<file path="src/rtl/mmc1_pkg.sv">
// rtl/mmc1_pkg.sv - shared types and constants for the MMC1 register sequencer
package mmc1_pkg;

  typedef enum logic [1:0] {
    MMC1_CTRL = 2'd0,
    MMC1_CHR0 = 2'd1,
    MMC1_CHR1 = 2'd2,
    MMC1_PRG  = 2'd3
  } mmc1_reg_e;

  typedef enum logic [2:0] {
    ST_IDLE    = 3'd0,
    ST_ARB     = 3'd1,
    ST_RST_WR  = 3'd2,
    ST_RST_GAP = 3'd3,
    ST_BIT_WR  = 3'd4,
    ST_BIT_GAP = 3'd5,
    ST_DONE    = 3'd6
  } mmc1_state_e;

  localparam logic [7:0]  MMC1_RESET_DATA = 8'h80;
  localparam logic [15:0] MMC1_BASE       = 16'h8000;
  localparam logic [4:0]  MMC1_CTRL_RESET = 5'b01100;

  // Register windows sit at $8000/$A000/$C000/$E000.
  function automatic logic [15:0] mmc1_addr(input mmc1_reg_e r);
    return MMC1_BASE | {1'b0, r, 13'h0000};
  endfunction

endpackage

</file>
<file path="src/rtl/mmc1_write_pacer.sv">
// rtl/mmc1_write_pacer.sv - single-beat write strobe followed by a GAP_BEATS idle window
module mmc1_write_pacer #(
  parameter int GAP_BEATS = 1
) (
  input  logic clk,
  input  logic reset_n,
  input  logic ce,
  input  logic start,
  input  logic abort,
  output logic write,
  output logic gap_done
);

  localparam logic [2:0] GAP_LOAD = 3'(GAP_BEATS);

  logic [2:0] gap_cnt;

  always_ff @(posedge clk or negedge reset_n) begin
    if (!reset_n) begin
      write   <= 1'b0;
      gap_cnt <= 3'd0;
    end else if (abort) begin
      write   <= 1'b0;
      gap_cnt <= 3'd0;
    end else if (ce) begin
      if (start) begin
        write   <= 1'b1;
        gap_cnt <= GAP_LOAD;
      end else if (write) begin
        write <= 1'b0;
      end else if (gap_cnt != 3'd0) begin
        gap_cnt <= gap_cnt - 3'd1;
      end
    end
  end

  // Asserted during the last idle beat so the next write can start on the following beat.
  assign gap_done = ce && !write && (gap_cnt == 3'd1);

endmodule

</file>
<file path="src/rtl/mmc1_reg_sequencer.sv">
// rtl/mmc1_reg_sequencer.sv - loads MMC1 registers through the CPU serial-write protocol
module mmc1_reg_sequencer
  import mmc1_pkg::*;
#(
  parameter int GAP_BEATS   = 1,
  parameter int RESET_FIRST = 1
) (
  input  logic        clk,
  input  logic        reset_n,
  input  logic        ce,
  input  logic        enable,
  input  logic        req_valid,
  output logic        req_ready,
  input  logic [1:0]  req_reg,
  input  logic [4:0]  req_data,
  input  logic        req_reset_only,
  output logic        bus_req,
  input  logic        bus_gnt,
  output logic [15:0] prg_ain,
  output logic [7:0]  prg_din,
  output logic        prg_write,
  output logic        busy,
  output logic        done,
  output logic [3:0]  retry_cnt,
  output logic [4:0]  shadow_ctrl,
  output logic [4:0]  shadow_chr0,
  output logic [4:0]  shadow_chr1,
  output logic [4:0]  shadow_prg
);

  mmc1_state_e state, state_nxt;
  mmc1_reg_e   lat_reg;
  logic [4:0]  lat_data;
  logic        lat_ro;
  logic        force_rst;
  logic [2:0]  idx;
  logic        started;
  logic        gap_done;

  logic        accept, lost, start, start_rst, commit;
  logic [2:0]  start_idx;

  mmc1_write_pacer #(.GAP_BEATS(GAP_BEATS)) u_pacer (
    .clk      (clk),
    .reset_n  (reset_n),
    .ce       (ce),
    .start    (start),
    .abort    (lost || !enable),
    .write    (prg_write),
    .gap_done (gap_done)
  );

  always_ff @(posedge clk or negedge reset_n) begin
    if (!reset_n) state <= ST_IDLE;
    else          state <= state_nxt;
  end

  always_comb begin
    state_nxt = state;
    unique case (state)
      ST_IDLE:    if (req_valid && req_ready) state_nxt = ST_ARB;
      ST_ARB:     if (ce && bus_gnt)
                    state_nxt = (RESET_FIRST != 0 || lat_ro || force_rst) ? ST_RST_WR : ST_BIT_WR;
      ST_RST_WR:  if (ce) state_nxt = bus_gnt ? ST_RST_GAP : ST_ARB;
      ST_RST_GAP: if (ce) begin
                    if (!bus_gnt)     state_nxt = ST_ARB;
                    else if (gap_done) state_nxt = lat_ro ? ST_DONE : ST_BIT_WR;
                  end
      ST_BIT_WR:  if (ce) state_nxt = bus_gnt ? ST_BIT_GAP : ST_ARB;
      ST_BIT_GAP: if (ce) begin
                    if (!bus_gnt)     state_nxt = ST_ARB;
                    else if (gap_done) state_nxt = (idx == 3'd4) ? ST_DONE : ST_BIT_WR;
                  end
      ST_DONE:    state_nxt = ST_IDLE;
      default:    state_nxt = ST_IDLE;
    endcase
    if (!enable) state_nxt = ST_IDLE;
  end

  // Control strobes derive from the transition so enable-abort suppresses all of them.
  always_comb begin
    accept    = (state == ST_IDLE) && (state_nxt == ST_ARB);
    lost      = (state_nxt == ST_ARB) && (state != ST_ARB) && (state != ST_IDLE);
    start     = (state_nxt != state) && (state_nxt == ST_RST_WR || state_nxt == ST_BIT_WR);
    start_rst = (state_nxt == ST_RST_WR);
    start_idx = (state == ST_BIT_GAP) ? idx + 3'd1 : 3'd0;
    commit    = (state_nxt == ST_DONE) && (state != ST_DONE);
  end

  always_ff @(posedge clk or negedge reset_n) begin
    if (!reset_n) begin
      started     <= 1'b0;
      lat_reg     <= MMC1_CTRL;
      lat_data    <= 5'd0;
      lat_ro      <= 1'b0;
      force_rst   <= 1'b0;
      idx         <= 3'd0;
      retry_cnt   <= 4'd0;
      prg_ain     <= 16'h0000;
      prg_din     <= 8'h00;
      shadow_ctrl <= MMC1_CTRL_RESET;
      shadow_chr0 <= 5'd0;
      shadow_chr1 <= 5'd0;
      shadow_prg  <= 5'd0;
    end else begin
      started <= 1'b1;
      if (accept) begin
        lat_reg   <= mmc1_reg_e'(req_reg);
        lat_data  <= req_data;
        lat_ro    <= req_reset_only;
        retry_cnt <= 4'd0;
      end
      // A lost grant leaves the MMC1 shift register in an unknown state.
      if (lost) begin
        force_rst <= 1'b1;
        if (retry_cnt != 4'hF) retry_cnt <= retry_cnt + 4'd1;
      end
      if (start) begin
        if (start_rst) begin
          prg_ain <= MMC1_BASE;
          prg_din <= MMC1_RESET_DATA;
        end else begin
          prg_ain <= mmc1_addr(lat_reg);
          prg_din <= {7'b0, lat_data[start_idx]};
          idx     <= start_idx;
        end
      end
      if (commit) begin
        force_rst <= 1'b0;
        if (lat_ro) begin
          shadow_ctrl <= shadow_ctrl | MMC1_CTRL_RESET;
        end else begin
          unique case (lat_reg)
            MMC1_CTRL: shadow_ctrl <= lat_data;
            MMC1_CHR0: shadow_chr0 <= lat_data;
            MMC1_CHR1: shadow_chr1 <= lat_data;
            MMC1_PRG:  shadow_prg  <= lat_data;
            default:   shadow_prg  <= shadow_prg;
          endcase
        end
      end
    end
  end

  assign req_ready = started && (state == ST_IDLE) && enable;
  assign busy      = (state != ST_IDLE);
  assign bus_req   = (state != ST_IDLE);
  assign done      = (state == ST_DONE);

endmodule

</file>
<file path="config.mk">
export PLATFORM = sky130hd
export DESIGN_NAME = mmc1_reg_sequencer
export DESIGN_NICKNAME = d
export VERILOG_FILES = /design/src/rtl/mmc1_pkg.sv /design/src/rtl/mmc1_write_pacer.sv /design/src/rtl/mmc1_reg_sequencer.sv
export SDC_FILE = /design/constraint.sdc
export NUM_CORES = 1
export LEC_CHECK = 0
export ABC_CLOCK_PERIOD_IN_PS = 2670
export BUFFER_PORTS_ARGS = -buffer_cell sky130_fd_sc_hd__buf_2
export CELL_PAD_IN_SITES_DETAIL_PLACEMENT = 1
export CELL_PAD_IN_SITES_GLOBAL_PLACEMENT = 2
export CORE_UTILIZATION = 32
export DETAILED_ROUTE_END_ITERATION = 8
export GPL_TIMING_DRIVEN = 0
export HOLD_SLACK_MARGIN = 0.08
export PLACE_DENSITY_LB_ADDON = 0.3
export SETUP_SLACK_MARGIN = 0.05
export SKIP_CTS_REPAIR_TIMING = 1
export SLEW_MARGIN = 20
export SYNTH_ARGS = -nofsm -noshare
export SYNTH_HDL_FRONTEND = slang
export SYNTH_SLANG_ARGS = --single-unit
</file>
<file path="constraint.sdc">
create_clock -name clk -period 2.67 [get_ports clk]
set_input_delay 0.1335 -clock clk [delete_from_list [all_inputs] [get_ports clk]]
set_output_delay 0.1335 -clock clk [all_outputs]
set_load 0.005 [all_outputs]
</file>
==> impl_metrics.ini <==
[timing]
setup_ws_ns = 0.1923
slew_viol_final = 0
fmax_mhz = 403.6
worst_pin_slew_ns = 0.9523
fin_worst_skew_ns = 0.003654
setup_viol = 0
setup-tns-final_ns = 0
max_slew_margin_pct = 34.87
period_needed_ns = 2.478
fin_crit_sh_pct = 92.80
hold_violations = 0
rsz0062_at_grt = yes

[floorplanning]
initial_core_util_pct = 33.79
die_h_um = 90.45
boundaryPins = 67
rows = 31
die_area_um2 = 8181
core_area_um2 = 7408
die_w_um = 90.45

[worst_hold_path]
min_from = req_reg[0]
holdPathStages = 3
hold_class = in2reg
min_to = lat_reg[0]

[placement]
io_buffers = 47
place_inst = 404
place.gp.congestion = 0.7420
place_hpwl_um = 4245
dp_worst_setup_slack_ns = 0.08784

[worst_setup_path]
reg2reg_depth = 5
cp_max_fo = 10
r2r_slack_ns = 0.19
arrival_ns = 2.67
worstSetupPathType = reg2reg
worstReg2RegEnd = retry_cnt[2]
cp-start-kind = flop
endpoint_kind = flop
crit_required_ns = 2.86
reg2reg_from = state[2]

[power_and_ir_drop]
p_clk_share_pct = 32.5
pwr-share-seq_pct = 50.8
ir_worst_vdd_mv = 0.2083
p_per_area_nw_per_um2 = 524.3
internal-power_uw = 1185
leakagePower_uw = 0.001612
power_switching_uw = 473.1
netSwitchingFraction_pct = 28.52
total_power_uw = 1659
combPwrFrac_pct = 16.8

[flow_run]
drv_cap = 0

[logic_synthesis]
synth_top_family_by_area = simple AND/OR/NAND/NOR gates
synthFlopType = dfrtp_1
synth_edf_count = 0
synth_xor_area_share_pct = 1.049
synth-seq-area-share_pct = 48.08
syn_area_per_cell_um2 = 10.43
synth.area.mux_share_pct = 10.89
synth_area_um2 = 2504
yosys_warnings = 0
synth-seq-cells = 48
synth_cell_types = 50
synthArstFlopShare_pct = 100.0
syn_inst = 240
synthSimpleGateAreaFrac_pct = 14.29
synth_fa_ha_area_share_pct = 2.999
synth-compound-area-share_pct = 12.99

[global_routing]
grt_use_total_pct = 15.20
grt_overflow = 0
grt_pass1_vias = 1953
grt_max_degree = 49
antenna_found_initial = 0
grt_pass1_wl_um = 9949

[clocking]
clock_path_buffers = 2
clk_pin_slew_ns = 0.09
root_buffer = clkbuf_8
clkSinkCount = 48
h-tree-depth = 2
numCtsBuffers = 5
clk_latency_ns = 0.30
cts_tree = yes

[finish]
stdcell_count = 421
mostFrequentLayoutCells = buf_2 (48), dfrtp_1 (46), nand2_1 (31)
nets = 341
antenna-diode-count = 0
fillCellCount = 854
drive_gt1_share_pct = 34.78
area_growth_pct = 26.34
final_common_cell = buf_2

[route]
dr.pass1.iters = 4
wl_per_cell_um = 13.62
drcViolationCount = 0
drt_iter0_markers = 71
totalWireLength_um = 5732
via_per_inst = 4.686
vias = 1973
ant_nets = 0

[status]
status = finished clean
-- worst max-delay path, cell delays in order (launching register included) --
cell and delay (ns):
dfrtp_1 0.40, buf_2 0.19, a2111oi_0 0.85, o31ai_4 0.23
or3_1 0.39, o311a_1 0.30
-- metrics by stage --
stage          util, %  instance area, µm²  hold WS (ns)
2_1_floorplan        -                2571       -0.1621
3_3_place_gp     39.55                2930        0.3319
3_5_place_dp     39.59                2933        0.1952
4_1_cts          41.16                3049       -0.1399
5_1_grt          42.70                3163       0.08197
6_report         42.70                3163       0.06430
-- layer usage --
metal | share of wire [%] | global-route usage [%]
met3 | 3.3 | 3.199
met2 | 48 | 24.87
met1 | 47 | 20.54
met5 | 0 | 0
met4 | 1.1 | 3.629
-- Yosys cell counts, types with 2 or more instances --
library cell,count,area (µm²)
a21o_1,2,15.01
a21oi_1,6,30.03
a22o_1,3,26.28
a311oi_1,3,26.28
buf_2,2,10.01
buf_4,21,157.7
clkbuf_1,2,7.510
conb_1,2,7.510
dfrtp_1,46,1151
dfstp_2,2,52.55
ha_1,6,75.07
inv_1,16,60.06
mux2_2,14,157.7
mux2_4,5,75.07
mux2i_1,4,40.04
nand2_1,31,116.4
nand2b_1,3,18.77
nand3_1,2,10.01
nor2_1,12,45.04
nor3_1,8,40.04
nor3_2,2,20.02
nor3b_1,2,15.01
o21ai_0,15,75.07
or3_1,4,25.02
xor2_1,2,17.52
-- worst max path at each step --
| stage | startpoint | endpoint | slack, ns | cells after the start |
|---|---|---|---|---|
| floorplan | idx[0] | shadow_prg[0] | 0.45 | 9 |
| detailed placement | u_pacer.gap_cnt[1] | idx[2] | 0.09 | 8 |
| global route | u_pacer.gap_cnt[1] | idx[2] | 0.03 | 8 |
| CTS | u_pacer.gap_cnt[1] | idx[2] | 0.05 | 8 |
| finish | state[2] | retry_cnt[2] | 0.19 | 5 |
| global placement | u_pacer.gap_cnt[1] | idx[0] | 0.12 | 8 |
-- power by group through the flow --
stage	Clock [µW]	Sequential, µW	Combinational (µW)
floorplan	0	833	192
global placement	0	857	262
detailed placement	0	861	270
CTS	554	846	272
global route	584	853	327
finish	538	842	278
-- cells by family (layout without fill, tap and decap cells) --
family	after synthesis	after routing
buffers and inverters	41	105
AOI/OAI and AO/OA	45	45
and+or+nand+nor	72	72
muxes	23	23
DFF	48	48
xor gates and xnor gates	3	3
other	2	20
adders and majority gates	6	6
-- cell type report --
| cell class | instances | area [µm²] | share of cell area [%] |
|---|---|---|---|
| flip-flops and latches | 48 | 1204 | 38.05 |
| multi-input cells | 169 | 1159 | 36.63 |
| repair buffers | 56 | 325.3 | 10.28 |
| plain buffers | 25 | 175.2 | 5.538 |
| well taps | 99 | 123.9 | 3.916 |
| clock buffers | 5 | 68.82 | 2.176 |
| inverters | 16 | 60.06 | 1.899 |
| clock inverters | 3 | 47.55 | 1.503 |
Power figures use the tool's default switching activity.
